File: src/rtl/arbitro_rr_8vie.sv
// Round-robin arbiter for 8 requesters sharing one datapath: one-hot grant, alpha select,
// hold timeout and a guaranteed dead cycle between tenures.
module arbitro_rr_8vie #(
    parameter int MAX_HOLD = 16
) (
    input  logic       clock,
    input  logic       reset_n,
    input  logic [7:0] req,
    input  logic [7:0] fine,
    output logic [7:0] grant,
    output logic [2:0] alpha,
    output logic       busy,
    output logic       timeout
);

    localparam int CW = $clog2(MAX_HOLD + 1);

    typedef enum logic [1:0] {
        IDLE,
        GRANT,
        RELEASE
    } state_t;

    state_t        state, state_next;
    logic [2:0]    ptr, ptr_next;
    logic [CW-1:0] cnt, cnt_next;
    logic [7:0]    grant_next;
    logic [2:0]    alpha_next;
    logic          busy_next;
    logic          timeout_next;

    logic [2:0]    pick;
    logic          pick_valid;
    logic [2:0]    idx;
    logic          released;
    logic          abandoned;
    logic          hold_limit;

    // Scan requests starting at ptr so the previous winner gets the lowest priority.
    always_comb begin
        pick       = 3'd0;
        pick_valid = 1'b0;
        idx        = 3'd0;
        for (int o = 0; o < 8; o++) begin
            idx = ptr + 3'(o);
            if (req[idx] && !pick_valid) begin
                pick       = idx;
                pick_valid = 1'b1;
            end
        end
    end

    // During a tenure alpha holds the index of the granted requester.
    assign released   = fine[alpha];
    assign abandoned  = ~req[alpha];
    assign hold_limit = (cnt == CW'(MAX_HOLD - 1));

    always_comb begin
        state_next   = state;
        ptr_next     = ptr;
        cnt_next     = cnt;
        grant_next   = grant;
        alpha_next   = alpha;
        busy_next    = busy;
        timeout_next = 1'b0;
        case (state)
            IDLE: begin
                if (pick_valid) begin
                    grant_next = 8'd1 << pick;
                    alpha_next = pick;
                    busy_next  = 1'b1;
                    cnt_next   = '0;
                    state_next = GRANT;
                end
            end
            GRANT: begin
                if (released || abandoned || hold_limit) begin
                    grant_next   = 8'd0;
                    busy_next    = 1'b0;
                    ptr_next     = alpha + 3'd1;
                    timeout_next = hold_limit && !released && !abandoned;
                    state_next   = RELEASE;
                end else begin
                    cnt_next = cnt + CW'(1);
                end
            end
            RELEASE: begin
                grant_next = 8'd0;
                busy_next  = 1'b0;
                state_next = IDLE;
            end
            default: begin
                grant_next = 8'd0;
                busy_next  = 1'b0;
                state_next = IDLE;
            end
        endcase
    end

    always_ff @(posedge clock or negedge reset_n) begin
        if (!reset_n) begin
            state   <= IDLE;
            ptr     <= 3'd0;
            cnt     <= '0;
            grant   <= 8'd0;
            alpha   <= 3'd0;
            busy    <= 1'b0;
            timeout <= 1'b0;
        end else begin
            state   <= state_next;
            ptr     <= ptr_next;
            cnt     <= cnt_next;
            grant   <= grant_next;
            alpha   <= alpha_next;
            busy    <= busy_next;
            timeout <= timeout_next;
        end
    end

endmodule

File: config.mk
export PLATFORM = sky130hd
export DESIGN_NAME = arbitro_rr_8vie
export DESIGN_NICKNAME = d
export VERILOG_FILES = /design/src/rtl/arbitro_rr_8vie.sv
export SDC_FILE = /design/constraint.sdc
export NUM_CORES = 1
export LEC_CHECK = 0
export ABC_CLOCK_PERIOD_IN_PS = 4010
export CAP_MARGIN = 20
export CORE_ASPECT_RATIO = 0.5
export CORE_UTILIZATION = 54
export DETAILED_ROUTE_END_ITERATION = 16
export GPL_TIMING_DRIVEN = 0
export PLACE_DENSITY = 0.91
export SYNTH_ARGS = -nofsm -noshare
export SYNTH_HDL_FRONTEND = slang
export SYNTH_SLANG_ARGS = --single-unit
File: constraint.sdc
create_clock -name clock -period 4.01 [get_ports clock]
set_clock_uncertainty 0.05 [all_clocks]
set_input_delay 1.203 -clock clock [delete_from_list [all_inputs] [get_ports clock]]
set_output_delay 1.203 -clock clock [all_outputs]
set_load 0.01 [all_outputs]
---- Word-level counts from Yosys, hierarchy flattened ----
Cells that the tools add are included.
word-level totals
  input port bits ......................... 18
  flip-flop bits (word level) ............. 23
  logic and storage cells ................. 107
operators by class
  reductions and logical operators ........ 25
  equality and inequality tests ........... 5
  muxes and demuxes ....................... 50
  shift-type cells ........................ 1
  $lt $le $gt $ge ......................... 9
  $add $sub $neg .......................... 9
  bitwise operators ....................... 1
operator list
  operator                                                                      number
  3-bit by 4-bit less-than comparator with 1-bit output, second input constant  9
  1-bit binary-select mux with 3-bit select                                     10
  3-bit two-way mux                                                             8
  1-bit two-way mux                                                             22
  8-bit two-way mux                                                             2
  8-bit one-hot mux with 2 select lines                                         1
  3-bit adder, second input constant                                            4
  5-bit two-way mux                                                             2
  5-bit one-hot mux with 2 select lines                                         1
  1-bit logical AND                                                             9
  1-bit zero test                                                               8
  1-bit by 3-bit left shift with 8-bit output, first input constant             1
  3-bit by 1-bit adder with 3-bit output, second input constant                 2
  3-bit by 2-bit adder with 3-bit output, second input constant                 2
  2-bit inequality test, second input constant                                  3
  2-bit AND reduction                                                           3
  5-bit by 1-bit adder with 5-bit output, second input constant                 1
  5-bit by 4-bit equality test with 1-bit output, second input constant         1
  2-bit two-way mux                                                             2
  2-bit one-hot mux with 2 select lines                                         1
  3-bit AND reduction                                                           1
  2-bit by 1-bit equality test with 1-bit output, second input constant         1
  2-bit zero test                                                               1
  1-bit logical OR                                                              2
  other kinds (3)                                                               3

---- Logic depth before layout (Yosys ltp) ----
  word-level depth ........................ 27
  gate-level depth with buffers ........... 11

---- Least setup slack after synthesis ----
Ideal clock, no wire load.
  kind .................................... input-to-reg
  from .................................... in req[3]
  to ...................................... reg cnt[0]
  arrival time ............................ 3.177 ns
  setup slack ............................. 0.659 ns
  data required time ...................... 3.835 ns
  cell stages on the path ................. 7
  cells stage by stage .................... mux4_1 mux2_2 nand2b_4 nor3_2 a211oi_2 a21oi_2 mux2_2
on the way
  longest elaborated chain between the ends .. 26
  elaborated cells between the ends (all ways) .. 46
  classes of those cells .................. 2 x eq/ne; 26 x mux; 1 x bitwise; 17 x reduce/logical
RTL lines
  item                                       line  RTL
  from (decl)                                8     input logic [7:0] req,
  1-bit binary-select mux with 3-bit select  46    if (req[idx] && !pick_valid) begin
  1-bit two-way mux (implied by the code)    46
  1-bit two-way mux                          46
  1-bit zero test                            46
  1-bit logical AND                          46
  1-bit two-way mux                          46
  1-bit zero test                            46
  1-bit logical AND                          46
  [... 10 more ...]                          -
  1-bit zero test                            46
  1-bit logical AND                          46
  1-bit two-way mux                          46
  1-bit zero test                            46
  1-bit logical AND                          46
  1-bit two-way mux                          46
  2-bit inequality test (no source line)     -
  3-bit AND reduction (no source line) *     -
  to (signal assigned)                       112   cnt <= cnt_next;
  to (decl)                                  26    logic [CW-1:0] cnt, cnt_next;
Mark *: on every way between the ends. The rest lies on a longest branch, timed or not. The select of a mux whose other input is x is not followed.
A chain may end at the register's enable or synchronous reset.

---- Final worst setup path ----
  from .................................... in req[7]
  to ...................................... reg cnt[4]
The elaborated chain is that of the path after synthesis.

==> flow_summary.yaml <==
synth:
  post_synthesis_cells: 175
  synth_area_um2: 1912
  synthDistinctLibCells: 51
  synth_top_flop_cell: "sky130_fd_sc_hd__dfrtp_1"
  number_of_flops_mapped_to_enable_cells_by_yosys: 0
  netlist_top_cells_area: "sky130_fd_sc_hd__dfrtp_1 29%, sky130_fd_sc_hd__mux4_1 9.6%, sky130_fd_sc_hd__mux4_2 4.7%"
  postSynth.asyncResetShare_pct: 100.0
  synthesis.yosys.warnings: 0
  yosysSeqAreaShare_pct: 28.80
  synth_nets: 198
  synth.ff_latch_count: 22
  synth_area_per_cell_um2: 10.92
  synth_area_leader_cell: "sky130_fd_sc_hd__dfrtp_1"
  post-synth-top-area-fraction_pct: 28.80
setup_path:
  arrival_ps: 3940
  top_cell_by_count_worst_path: "sky130_fd_sc_hd__mux2_2"
  reg2regPathDepth: 11
  crit_start: "req[7]"
  reg2reg_slack_ps: 420
  critical_path.top_delay_family: "multiplexers"
  cp.required_ps: 4110
  critical_path_peak_fanout: 7
  timing.critical_path.buf_inv: 1
  cp-end-kind: "register"
  crit_path_top_delay_cell: "sky130_fd_sc_hd__mux4_1"
  critical_path_class: "in -> reg"
  critical_path.reg2reg.endpoint: "grant[0]"
  cp_cell_sequence: "clkdlybuf4s50_1, mux4_1, mux2_2, nand2b_4, nor3_4, a211oi_2, a21oi_2, mux2_2"
  critical_path.startpoint_type: "primary input"
  cp_slowest_stage_delay_ps: 640
  r2r_start: "ptr[1]"
global_route:
  global_route.usage.total_pct: 24.27
  grt_start_max_net_pins: 23
  grt_pass1_wl_mm: 6.996
  grt_remaining_overflow: 0
  first_global_vias: 1538
  initial_antenna_violation_count: 0
layout:
  antenna_cells_inserted: 0
  utilization_pct: 73.70
  area_growth_syn_to_layout_pct: 22.91
  regArea_um2: 550.5
  layout.cells.non_filler: 257
  multi_input_comb_area_um2: 1284
  drive_gt1_share_pct: 16.75
  filler_cells: 211
  fin_nets: 233
drt:
  vias_per_cell: 6.160
  first_iter_violations: 120
  ant_nets: 0
  routed_wire_length_per_instance_um: 16.87
  drcViolationCount: 0
  vias: 1583
  finalWirelength_mm: 4.335
  drt_pre_antenna_iters: 4
clock_tree:
  tritoncts.num_buffers: 3
  cts.reportedPaths.clkPinSlew_ps: 80
  cts_htree_levels: 1
  clk_latency_ps: 270
  cts-root-buf: "sky130_fd_sc_hd__clkbuf_8"
  tritoncts_num_sinks: 22
  postCtsSetupBuffers: 0
  tritoncts: "yes"
  clockBufferDepth: 2
placement:
  port_buffers: 30
  detailedPlace.worstSlack_ps: -189.5
  routabilityCongestion: 0.8681
  place_inst: 253
  dpl.hpwl_mm: 3.392
sta:
  fin_crit_ps: 3841
  rsz0062_at_grt: "false"
  setup_slack_ps: 169.3
  final-hold-violation-count: 0
  final-max-slew-violation-count: 0
  slew_headroom_pct: 36.87
  final-setup-viol-count: 0
  timing_worst_slew_pin_value_ps: 943.9
  timing.fmax_mhz: 260.4
  period_share_pct: 95.78
power_and_ir_drop:
  cell_pwr_density_nw_per_um2: 943.2
  worst_ir_drop_vdd_v: 0.0004621
  power.static_leakage_nw: 0.9775
min_path:
  timing.hold.worst_endpoint: "grant[1]"
  worstHoldStart: "grant[1]"
  worst_hold_path.num_cells: 1
  hp-class: "reg -> reg"
floorplan:
  top_level_ports: 31
  dieArea_um2: 3797
  die_width_um: 86.15
  row_count: 14
  floorplan.initialDensity_pct: 59.97
  design.core.area_um2: 3188
  die_y_um: 44.08
run_status:
  status: "finished, final reports clean"
flow_run:
  max_cap_viols: 0
[stage by stage]
step / instance area (um2) / hold WS, ps / TNS, ps / total power, mW
floorplan: 1912 / 429.4 / 0 / 1.601
global placement: 2272 / 426.4 / -369.0 / 1.905
detailed placement: 2272 / 430.7 / -790.2 / 1.971
CTS: 2344 / 449.4 / 0 / 2.184
global route: 2350 / 454.0 / 0 / 2.362
finish: 2350 / 446.6 / 0 / 2.216
[cell families (layout without fill, tap and decap cells)]
logic type | after synthesis | after routing | synth area share (%)
DFF | 22 | 22 | 28.80
and+or+nand+nor | 51 | 51 | 15.38
adders and majority gates | 5 | 5 | 3.272
muxes | 26 | 26 | 24.61
xor gates and xnor gates | 6 | 6 | 3.142
AOI/OAI and AO/OA | 48 | 48 | 20.42
buffers and inverters | 17 | 51 | 4.384
[synth_stat cells (all sizes together) (4+ instances only)]
cell,count
inv,12
dfrtp,22
buf,4
o21ai,12
ha,5
nor2,9
mux2,5
o32a,4
nand2b,7
a21oi,9
mux2i,9
mux4,12
nor3,4
a32o,9
nand2,18
[flip-flops by register name, indices dropped and copies added (netlist names)]
name and cells:
alpha 3, busy 1, cnt 5, grant 8, ptr 3, state 1
timeout 1
[cell type report]
cell class	instances	share of cell area, %
Buffer	5	1.651
Clock buffer	3	1.757
Clock inverter	1	1.278
Inverter	12	1.917
Multi-Input combinational cell	136	54.63
Sequential cell	22	23.43
Tap cell	48	2.556
Timing Repair Buffer	30	12.78
[power breakdown]
group | leakage [nW] | switching [mW] | total (mW) | internal, mW
Clock | 0.0357 | 0.0727 | 0.206 | 0.133
Sequential | 0.292 | 0.0707 | 0.366 | 0.295
Combinational | 0.650 | 0.915 | 1.64 | 0.729
[worst max-delay path by stage]
| stage | depth (start not counted) | slack (ps) | endpoint |
|---|---|---|---|
| finish | 8 | 170 | cnt[4] |
| global route | 8 | 50 | cnt[0] |
| CTS | 8 | 90 | cnt[4] |
| detailed placement | 8 | -190 | cnt[4] |
| global placement | 8 | -150 | cnt[0] |
| floorplan | 7 | 660 | cnt[0] |
[per-layer routing]
layer / GRT usage [%] / wire (um)
met4: 9.667 / 67
met5: 0 / 0
met3: 3.731 / 270
met1: 32.56 / 1855
met2: 40.95 / 2142
[cell usage in the layout, fill, tap and decap left out, drive strengths merged, types with 2 or more instances in the layout]
master	n
a32oi	2
nand3b	2
buf	4
mux2i	9
a21o	2
a221oi	2
clkdlybuf4s50	30
clkbuf	4
mux2	5
xnor2	3
o32a	4
xor2	3
a32o	9
o21a	2
nor3	4
nand2	18
nor2	9
inv	12
dfrtp	22
a21oi	9
a211oi	2
ha	5
nand2b	7
mux4	12
nand3	2
nor2b	3
o21ai	12
nor4	2
[timing repair]
item                                    in CTS  in global routing
hold buffers                                 0                  0
endpoints found under the setup margin       0                  2
endpoints found under the hold margin        0                  0
resized for setup                            0                  1
No activity file was read; power rests on OpenSTA's default activity.
